`src/rtl/hdng_err_gen.sv`:
```
// hdng_err_gen: calibrates a yaw-rate offset, integrates compensated yaw into a heading
// and produces a registered, saturated heading error against the desired heading.
module hdng_err_gen (
  input  logic        clk,
  input  logic        rst_n,
  input  logic        strt_cal,
  input  logic        vld,
  input  logic [15:0] yaw_rt,
  input  logic [11:0] dsrd_hdng,
  output logic        cal_done,
  output logic [11:0] heading,
  output logic [9:0]  err_sat,
  output logic        hdng_vld
);
  typedef enum logic [1:0] {IDLE, CAL, RUN} state_t;
  state_t      state_q, state_d;
  logic [19:0] acc_q, acc_d, acc_sum;
  logic [3:0]  cnt_q, cnt_d;
  logic [15:0] yaw_off_q, yaw_off_d, yaw_comp;
  logic [16:0] comp_wide;
  logic [23:0] hdng_q, hdng_d;
  logic [11:0] err;
  logic [9:0]  err_sat_q, err_sat_d;
  logic        pend_q, pend_d, cal_done_q, cal_done_d, hdng_vld_q, hdng_vld_d;
  logic        cal_smp, run_smp, cal_last;
  always_ff @(posedge clk or negedge rst_n)
    if (!rst_n) state_q <= IDLE;
    else state_q <= state_d;
  always_comb state_d = strt_cal ? CAL : cal_last ? RUN : state_q;
  always_comb begin
    cal_smp  = (state_q == CAL) && vld && !strt_cal;
    run_smp  = (state_q == RUN) && vld && !strt_cal;
    cal_last = cal_smp && (cnt_q == 4'd15);
  end
  // 17-bit difference; a sign/carry disagreement means the 16-bit result overflowed
  always_comb begin
    acc_sum    = acc_q + {{4{yaw_rt[15]}}, yaw_rt};
    comp_wide  = {yaw_rt[15], yaw_rt} - {yaw_off_q[15], yaw_off_q};
    yaw_comp   = (comp_wide[16] ^ comp_wide[15]) ? {comp_wide[16], {15{~comp_wide[16]}}} : comp_wide[15:0];
    err        = heading - dsrd_hdng;
    acc_d      = strt_cal ? 20'd0 : cal_smp ? acc_sum : acc_q;
    cnt_d      = strt_cal ? 4'd0 : cal_smp ? cnt_q + 4'd1 : cnt_q;
    yaw_off_d  = cal_last ? acc_sum[19:4] : yaw_off_q;
    hdng_d     = strt_cal ? 24'd0 : run_smp ? hdng_q + {{8{yaw_comp[15]}}, yaw_comp} : hdng_q;
    pend_d     = run_smp;
    hdng_vld_d = pend_q && !strt_cal;
    err_sat_d  = !hdng_vld_d ? err_sat_q :
                 (err[11:9] == 3'b000 || err[11:9] == 3'b111) ? err[9:0] :
                 err[11] ? 10'h200 : 10'h1FF;
    cal_done_d = cal_last;
  end
  always_ff @(posedge clk or negedge rst_n)
    if (!rst_n) begin
      acc_q      <= '0;
      cnt_q      <= '0;
      yaw_off_q  <= '0;
      hdng_q     <= '0;
      err_sat_q  <= '0;
      pend_q     <= 1'b0;
      hdng_vld_q <= 1'b0;
      cal_done_q <= 1'b0;
    end else begin
      acc_q      <= acc_d;
      cnt_q      <= cnt_d;
      yaw_off_q  <= yaw_off_d;
      hdng_q     <= hdng_d;
      err_sat_q  <= err_sat_d;
      pend_q     <= pend_d;
      hdng_vld_q <= hdng_vld_d;
      cal_done_q <= cal_done_d;
    end
  assign heading  = hdng_q[23:12];
  assign err_sat  = err_sat_q;
  assign hdng_vld = hdng_vld_q;
  assign cal_done = cal_done_q;
endmodule

```
`config.mk`:
```
export PLATFORM = sky130hd
export DESIGN_NAME = hdng_err_gen
export DESIGN_NICKNAME = d
export VERILOG_FILES = /design/src/rtl/hdng_err_gen.sv
export SDC_FILE = /design/constraint.sdc
export NUM_CORES = 1
export LEC_CHECK = 0
export CORE_UTILIZATION = 61
export DETAILED_ROUTE_END_ITERATION = 10
export PLACE_DENSITY_LB_ADDON = 0.1
export SYNTH_ARGS = -nofsm -noshare
export SYNTH_HDL_FRONTEND = slang
export SYNTH_SLANG_ARGS = --single-unit
```
`constraint.sdc`:
```
create_clock -name clk -period 10.6 [get_ports clk]
set_clock_uncertainty 0.2 [all_clocks]
set_input_delay 2.12 -clock clk [delete_from_list [all_inputs] [get_ports clk]]
set_output_delay 2.12 -clock clk [all_outputs]
set_load 0.02 [all_outputs]
```
==> metrics.cfg, run 1 <==
[setup_path]
max_stage_delay_ps = 570
r2r-start = yaw_off_q[0]
crit_top_cell = o21ai_0
path_delay_family = compound AO/OA/AOI/OAI gates
arrival_ps = 8500
crit_required_ps = 10650
cp-endpoint = hdng_q[23]
crit_cells = 25
critPathLaunch = yaw_rt[0]
rr_worst_depth = 23
rr_endpoint = hdng_q[23]
r2r_slack_ps = 4040
crit_fanout = 18
startpoint_type = primary input
end_kind = register
path_class = primary input to register
crit_slowest_cell = o311ai_1
critPathBufInv = 2

[route]
dr.pass1.iters = 5
wl_met2_mm = 7.23
wl_per_cell_um = 15.8
ant_nets = 0
vias_per_cell = 5.96
wl_mm = 15.8
vias = 5946
drc = 0
wl_met1_mm = 7.16
wl_met3_mm = 1.10
top_layer_used = met4
drt_iter0_drc = 368

[final_layout]
n_antenna_cell = 0
drive_gt1_share_pct = 4.78
stdcell_count = 997
register_area_um2 = 1980
fillers = 868
fin_nets = 964
finish.utilization_pct = 69.6
area_delta_synth_final_pct = 10.7
multi_input_area_um2 = 4440
final_area_um2 = 7540

[power]
p_sw_mw = 0.300
power.density_nw_per_um2 = 110
irDropWorstVdd_mv = 0.0952
p_leak_nw = 3.55
clkPwrFrac_pct = 29.1
p_seq_share_pct = 38.3
combinationalPowerShare_pct = 32.6
p_sw_share_pct = 36.0
internal_power_mw = 0.533
total_power_mw = 0.833

[global_routing]
antenna_found_initial = 0
grt_pass1_vias = 5711
grt_pass1_wl_mm = 26.8
grt_usage_pct = 29.2
grt_overflow = 0
grt_max_degree = 80

[yosys]
synth-edff-count = 0
synth.avg_cell_area_um2 = 8.26
synth_nets = 937
yosysMostFrequentCell = nand2_1
ys_seq_area_share_pct = 29.0
synth.area.top_cells = dfrtp_1, ha_1, nand2_1, a21oi_1, xnor2_1
yosys_warnings = 0
synth_cell_types = 67
syn_area_um2 = 6820
synth_common_cells = nand2_1, a21oi_1, dfrtp_1, ha_1, o21ai_0
synthCells = 825
synth_flop_cell = dfrtp_1
synth_top_area_share_pct = 29.0
yosys.area.top_type = dfrtp_1
async_reset_ff_share_pct = 100
ys_ff_latch = 79

[floorplanning]
fp.dieH_um = 108
die_area_um2 = 11600
coreArea_um2 = 10800
io-pin-count = 56
placementRows = 38
die-width_um = 108
start_util_pct = 62.9

[timing]
setup_viol = 0
finalHoldViolCount = 0
clock.fmax_ghz = 0.118
setup_tns_ps = 0
slew_violations = 0
rsz0062_at_grt = no
tightest_slew_ps = 1020
max_slew_margin_pct = 32.0
post-route-period-util_pct = 79.7
period_minus_slack_ps = 8450

[place]
dp_cells = 981
hpwl_mm = 11.8
portBuffers = 55
dpl_cell_area_um2 = 7340
place.gp.congestion = 0.951

[clock_tree]
post_cts_resized = 0
cts_max_path_buffers = 2
cts_sinks = 79
holdBufCountCts = 0
clkLatencyLatePin_ps = 390
cts_setup_buffers = 0
path_clk_slew_ps = 90
htreeDepth = 3
numCtsBuffers = 9
cts_tree = built
cts-root-buf = clkbuf_8

[worst_hold_path]
hp-class = register to register
min_from = yaw_off_q[8]

[flow_run]
maxCapViolations = 0

[run_status]
outcome = finished clean

## kinds of logic (layout without fill, tap and decap cells)
logic type	Yosys count	in the layout	share of synthesized area (%)
buf+inv	91	123	5.84
xor+xnor	58	58	7.45
fa+ha+maj	80	80	15.1
flops	79	79	29.0
simple gates	255	255	17.3
mux	4	4	0.643
compound gates	258	258	24.6
## per-layer routing
metal  vias to the layer above  GRT usage (%)
li1                       2986              -
met1                      2738           40.2
met2                       192           46.1
met3                        30           4.24
met4                         0           11.5
met5                         -              0
## placed cells by master (no fill, tap or decap), types with 10 or more instances in the layout
| cell type | synthesis | routed |
|---|---|---|
| nor3_1 | 19 | 19 |
| inv_1 | 49 | 49 |
| dfrtp_1 | 79 | 79 |
| a21oi_1 | 79 | 79 |
| o21a_1 | 14 | 14 |
| a21o_1 | 27 | 27 |
| ha_1 | 76 | 76 |
| nor2_1 | 52 | 52 |
| xor2_1 | 22 | 22 |
| xnor2_1 | 36 | 36 |
| nand2_1 | 110 | 110 |
| o21ai_0 | 61 | 61 |
| clkdlybuf4s50_1 | 0 | 53 |
| nand3_1 | 12 | 12 |
| o31ai_1 | 10 | 10 |
## registers in the layout (all words and copies together), names as in the netlist
name	cells
acc_q	20
cal_done	1
cnt_q	4
err_sat	10
hdng_q	24
hdng_vld	1
pend_q	1
state_q	2
yaw_off_q	16
## power groups by stage
stage | Combinational [mW] | Clock, mW | Sequential, mW
after floorplan | 0.199 | 0 | 0.324
after CTS | 0.269 | 0.245 | 0.319
after detailed placement | 0.267 | 0 | 0.325
after global placement | 0.254 | 0 | 0.325
final | 0.272 | 0.242 | 0.319
after global routing | 0.302 | 0.254 | 0.321
## stage by stage
| stage | worst slack (ps) | hold WS [ps] |
|---|---|---|
| 2_1_floorplan | 3050 | 250 |
| 3_3_place_gp | 2030 | 269 |
| 3_5_place_dp | 1810 | 270 |
| 4_1_cts | 2200 | 289 |
| 5_1_grt | 1250 | 303 |
| 6_report | 2150 | 285 |
## worst min path at each step
stage	to	slack [ps]	depth (start not counted)
global placement	yaw_off_q[10]	270	2
detailed placement	yaw_off_q[8]	270	2
CTS	yaw_off_q[7]	290	2
global route	err_sat[6]	300	1
floorplan	yaw_off_q[0]	250	2
finish	yaw_off_q[8]	280	2
## final cells by class
cell class / instances / share of cell area, %
Clock buffer: 9 / 1.64
Clock inverter: 7 / 1.06
Inverter: 50 / 2.49
Multi-Input combinational cell: 655 / 58.9
Sequential cell: 79 / 26.2
Tap cell: 140 / 2.32
Timing Repair Buffer: 57 / 7.40
## worst min-delay path: cells and delay by family, from the launching register on
kind	cells	cell delay (ps)
compound gates	1	60
flops	1	350
simple gates	1	50
Power figures use the tool's default switching activity.
==> inputs of run 2 (changes only) <==
- CORE_UTILIZATION: 61 -> 60
- clock period: 10.6 -> 8.85 ns (I/O delays scaled with it)
==> metrics.cfg, run 2 (synthesis gave the netlist of run 1 again) <==
[final_layout]
fin_nets = 966
layout_commonest_cell = nand2_1
area_delta_synth_final_pct = 12.1
largestRegisters = hdng_q: 24 flops, acc_q: 20 flops, yaw_off_q: 16 flops
finish.utilization_pct = 69.9
top_register = hdng_q
largest_reg_flops = 24
drive_gt1_share_pct = 5.01
final_cell_mix = nand2_1, a21oi_1, dfrtp_1
n_antenna_cell = 0

[place]
place.gp.congestion = 0.977
portBuffers = 55
hpwl_mm = 12.1
dp_slack_ps = 743

[power]
internal_power_mw = 0.706
p_sw_share_pct = 33.6
p_seq_share_pct = 36.1
irDropWorstVdd_mv = 0.109
p_leak_nw = 3.59
combinationalPowerShare_pct = 30.6
power.density_nw_per_um2 = 139
p_sw_mw = 0.357
clkPwrFrac_pct = 33.3
total_power_mw = 1.06

[route]
wl_per_cell_um = 16.3
dr.pass1.iters = 5
ant_nets = 0
wl_mm = 16.3
vias_per_cell = 6.09
vias = 6081
drt_iter0_drc = 408
drc = 0

[timing]
tightest_slew_ps = 1040
clock.fmax_ghz = 0.125
setup_tns_ps = 0
worst_slack_ps = 835
finalHoldViolCount = 0
post-route-period-util_pct = 90.6
rsz0062_at_grt = no
slew_violations = 0
timing.hold.ws_ps = 288
setup_viol = 0
period_minus_slack_ps = 8010
max_slew_margin_pct = 30.3

[clock_tree]
path_clk_slew_ps = 60
clkLatencyLatePin_ps = 340
cts_tree = built
holdBufCountCts = 0
cts_max_path_buffers = 2
cts-root-buf = clkbuf_16
numCtsBuffers = 9
cts_setup_buffers = 0
htreeDepth = 3
cts_sinks = 79
post_cts_resized = 0

[run_status]
outcome = finished clean

[setup_path]
crit_fanout = 17
path_delay_family = compound AO/OA/AOI/OAI gates
crit_cells = 25
crit_top_cell = o21ai_0
rr_worst_depth = 23
cp-endpoint = hdng_q[23]
r2r-start = yaw_off_q[0]
critPathBufInv = 3
startpoint_type = primary input
critPathLaunch = yaw_rt[0]
crit_required_ps = 8850
crit_slowest_cell = o311ai_1
end_kind = register
max_stage_delay_ps = 650
arrival_ps = 8020
rr_endpoint = hdng_q[23]
r2r_slack_ps = 2410
path_class = primary input to register

[global_routing]
grt_pass1_vias = 5735
grt_usage_pct = 28.9
grt_max_degree = 80
antenna_found_initial = 0
grt_pass1_wl_mm = 26.8
grt_overflow = 0

[floorplanning]
die-width_um = 109
die_area_um2 = 11800
fp.dieH_um = 109
coreArea_um2 = 10900
io-pin-count = 56
start_util_pct = 62.3
placementRows = 38

[flow_run]
maxCapViolations = 0

[worst_hold_path]
hp-class = register to register

-- run 2: worst register-to-register path: cells and delay by family, from the launching register on --
| family | cells | cell delay [ps] |
|---|---|---|
| xor+xnor | 1 | 210 |
| buf+inv | 1 | 190 |
| compound gates | 13 | 3440 |
| mux | 1 | 250 |
| simple gates | 3 | 350 |
| flops | 1 | 400 |
| fa+ha+maj | 4 | 1290 |
-- run 2: area by class of cell --
class,count,area (um^2)
tap,140,175
timing repair buffer,59,573
inverter,50,188
fill,881,3300
clock buffer,10,239
clock inverter,6,46.3
multi-input combinational,655,4440
sequential,79,1980
-- run 2: worst min path at each step --
stage | start | to | cells after the start
after floorplan | yaw_off_q[0] | yaw_off_q[0] | 2
after global placement | err_sat[9] | err_sat[9] | 2
after detailed placement | err_sat[0] | err_sat[0] | 1
after CTS | err_sat[0] | err_sat[0] | 1
after global routing | err_sat[1] | err_sat[1] | 1
final | err_sat[0] | err_sat[0] | 1
-- run 2: power groups by stage --
stage | registers, mW | logic, mW | clock network (mW)
2_1_floorplan | 0.389 | 0.238 | 0
3_5_place_dp | 0.390 | 0.319 | 0
5_1_grt | 0.384 | 0.359 | 0.373
6_report | 0.383 | 0.325 | 0.354
4_1_cts | 0.383 | 0.321 | 0.359
3_3_place_gp | 0.389 | 0.307 | 0
-- run 2: layer usage --
metal | track usage (%) | share of wire [%] | vias to the layer above
met5 | 0 | 0 | -
met4 | 8.88 | 1.4 | 0
met3 | 3.56 | 4.4 | 20
met2 | 49.7 | 48 | 175
met1 | 37.8 | 46 | 2901
li1 | - | - | 2985
-- run 2: stage by stage --
stage               instance area (um^2)  std cells
floorplan                           6820        825
global placement                    7350        983
detailed placement                  7350        983
CTS                                 7640        999
global route                        7640        999
finish                              7640        999
==> inputs of run 3 (changes only) <==
- MAX_ROUTING_LAYER: unset -> met4
==> metrics.cfg, run 3 (synthesis gave the netlist of run 1 again) <==
[floorplanning]
coreArea_um2 = 10900
start_util_pct = 62.3
io-pin-count = 56
die-width_um = 109
placementRows = 38
fp.dieH_um = 109
die_area_um2 = 11800

[clock_tree]
holdBufCountCts = 0
cts_tree = built
cts_max_path_buffers = 2
cts-root-buf = clkbuf_16
path_clk_slew_ps = 60
clkLatencyLatePin_ps = 360
cts_setup_buffers = 0
htreeDepth = 3
cts_sinks = 79
post_cts_resized = 0
numCtsBuffers = 9

[route]
dr.pass1.iters = 5
ant_nets = 0
wl_mm = 16.4
drc = 0
vias = 5985
drt_iter0_drc = 388
vias_per_cell = 5.99
wl_per_cell_um = 16.4

[global_routing]
grt_pass1_wl_mm = 27.0
grt_overflow = 0
antenna_found_initial = 0
grt_max_degree = 80
grt_usage_pct = 30.3
grt_pass1_vias = 5846

[setup_path]
path_delay_family = compound AO/OA/AOI/OAI gates
rr_worst_depth = 25
arrival_ps = 7920
max_stage_delay_ps = 490
crit_required_ps = 8940
critPathBufInv = 4
crit_slowest_cell = clkdlybuf4s50_1
end_kind = register
crit_cells = 27
crit_fanout = 17
startpoint_type = primary input
path_class = primary input to register

[power]
p_leak_nw = 3.60
irDropWorstVdd_mv = 0.170
power.density_nw_per_um2 = 140

[final_layout]
final_area_um2 = 7640
fin_nets = 966
top_register = hdng_q
largestRegisters = hdng_q: 24 flops, acc_q: 20 flops, yaw_off_q: 16 flops
area_delta_synth_final_pct = 12.0
n_antenna_cell = 0
final_cell_mix = nand2_1, a21oi_1, dfrtp_1
stdcell_count = 999
drive_gt1_share_pct = 5.01
largest_reg_flops = 24
layout_commonest_cell = nand2_1

[timing]
clock.fmax_ghz = 0.128
period_minus_slack_ps = 7830
finalHoldViolCount = 0
post-route-period-util_pct = 88.5
rsz0062_at_grt = no
max_slew_margin_pct = 30.6
setup_viol = 0
setup_tns_ps = 0
tightest_slew_ps = 1040
slew_violations = 0

[worst_hold_path]
hp-class = register to register
hold_depth = 2

[flow_run]
maxCapViolations = 0

[place]
place.gp.congestion = 0.967
hpwl_mm = 12.3
portBuffers = 55
dpl_cell_area_um2 = 7350
dp_cells = 983

[run_status]
outcome = finished clean

-- run 3: cell count changes in the layout (fill, tap and decap cells not counted), sizes merged --
cell      change
inv           +2
clkinv        +2
clkinvlp      -4
-- run 3: worst register-to-register path: stages, from the launching register on --
cell and delay, ps:
dfrtp_1 390, ha_1 210, fa_1 410, nor2b_1 110
o21ai_0 100, a21boi_0 270, o21ai_1 130, a211oi_1 410
a221o_1 280, and2_1 160, o21ai_0 110, ha_1 310
buf_4 190, a41oi_2 250, o21ai_0 150, ha_1 210
inv_1 70, fa_1 390, nor2b_1 180, a221o_1 250
a21oi_2 130, o41ai_2 380, a31oi_2 200, o2bb2ai_1 180
or4_1 410, nand3_1 90
-- run 3: metrics by stage --
| step | hold WS [ps] | power [mW] | setup WS, ps | utilization (%) |
|---|---|---|---|---|
| CTS | 286 | 1.07 | 1070 | 69.8 |
| detailed placement | 272 | 0.710 | 711 | 67.2 |
| floorplan | 250 | 0.626 | 1650 | - |
| global route | 299 | 1.12 | 487 | 69.8 |
| global placement | 267 | 0.696 | 959 | 67.2 |
| finish | 283 | 1.07 | 1020 | 69.8 |
-- run 3: area by class of cell --
type	count	area, um^2
Multi-Input combinational cell	655	4440
Fill cell	902	3300
Sequential cell	79	1980
Timing Repair Buffer	59	573
Clock buffer	10	239
Inverter	50	188
Tap cell	140	175
Clock inverter	6	43.8
-- run 3: path summary, 6_finish.rpt --
kind	from	slack, ps	to
hold / removal	yaw_off_q[8]	280	yaw_off_q[8]
hold reg to reg	yaw_off_q[8]	280	yaw_off_q[8]
setup / recovery	yaw_rt[0]	1020	hdng_q[16]
max in group asynchronous	rst_n	6390	acc_q[0]
min in group asynchronous	rst_n	1360	cal_done
setup reg to reg	yaw_off_q[0]	2580	hdng_q[16]
-- run 3: power breakdown --
part | leakage (nW) | total (mW) | switching, mW | internal, mW
combinational | 2.43 | 0.327 | 0.194 | 0.133
clock | 0.139 | 0.358 | 0.159 | 0.199
sequential | 1.04 | 0.383 | 0.00833 | 0.375
total | 3.60 | 1.07 | 0.361 | 0.706
-- run 3: per-layer routing --
layer | track usage, % | up-vias | share of wire, %
met5 | - | - | 0
met4 | 13.5 | 0 | 2.4
met3 | 4.88 | 36 | 4.0
met2 | 48.7 | 145 | 48
met1 | 37.5 | 2832 | 46
li1 | - | 2972 | -
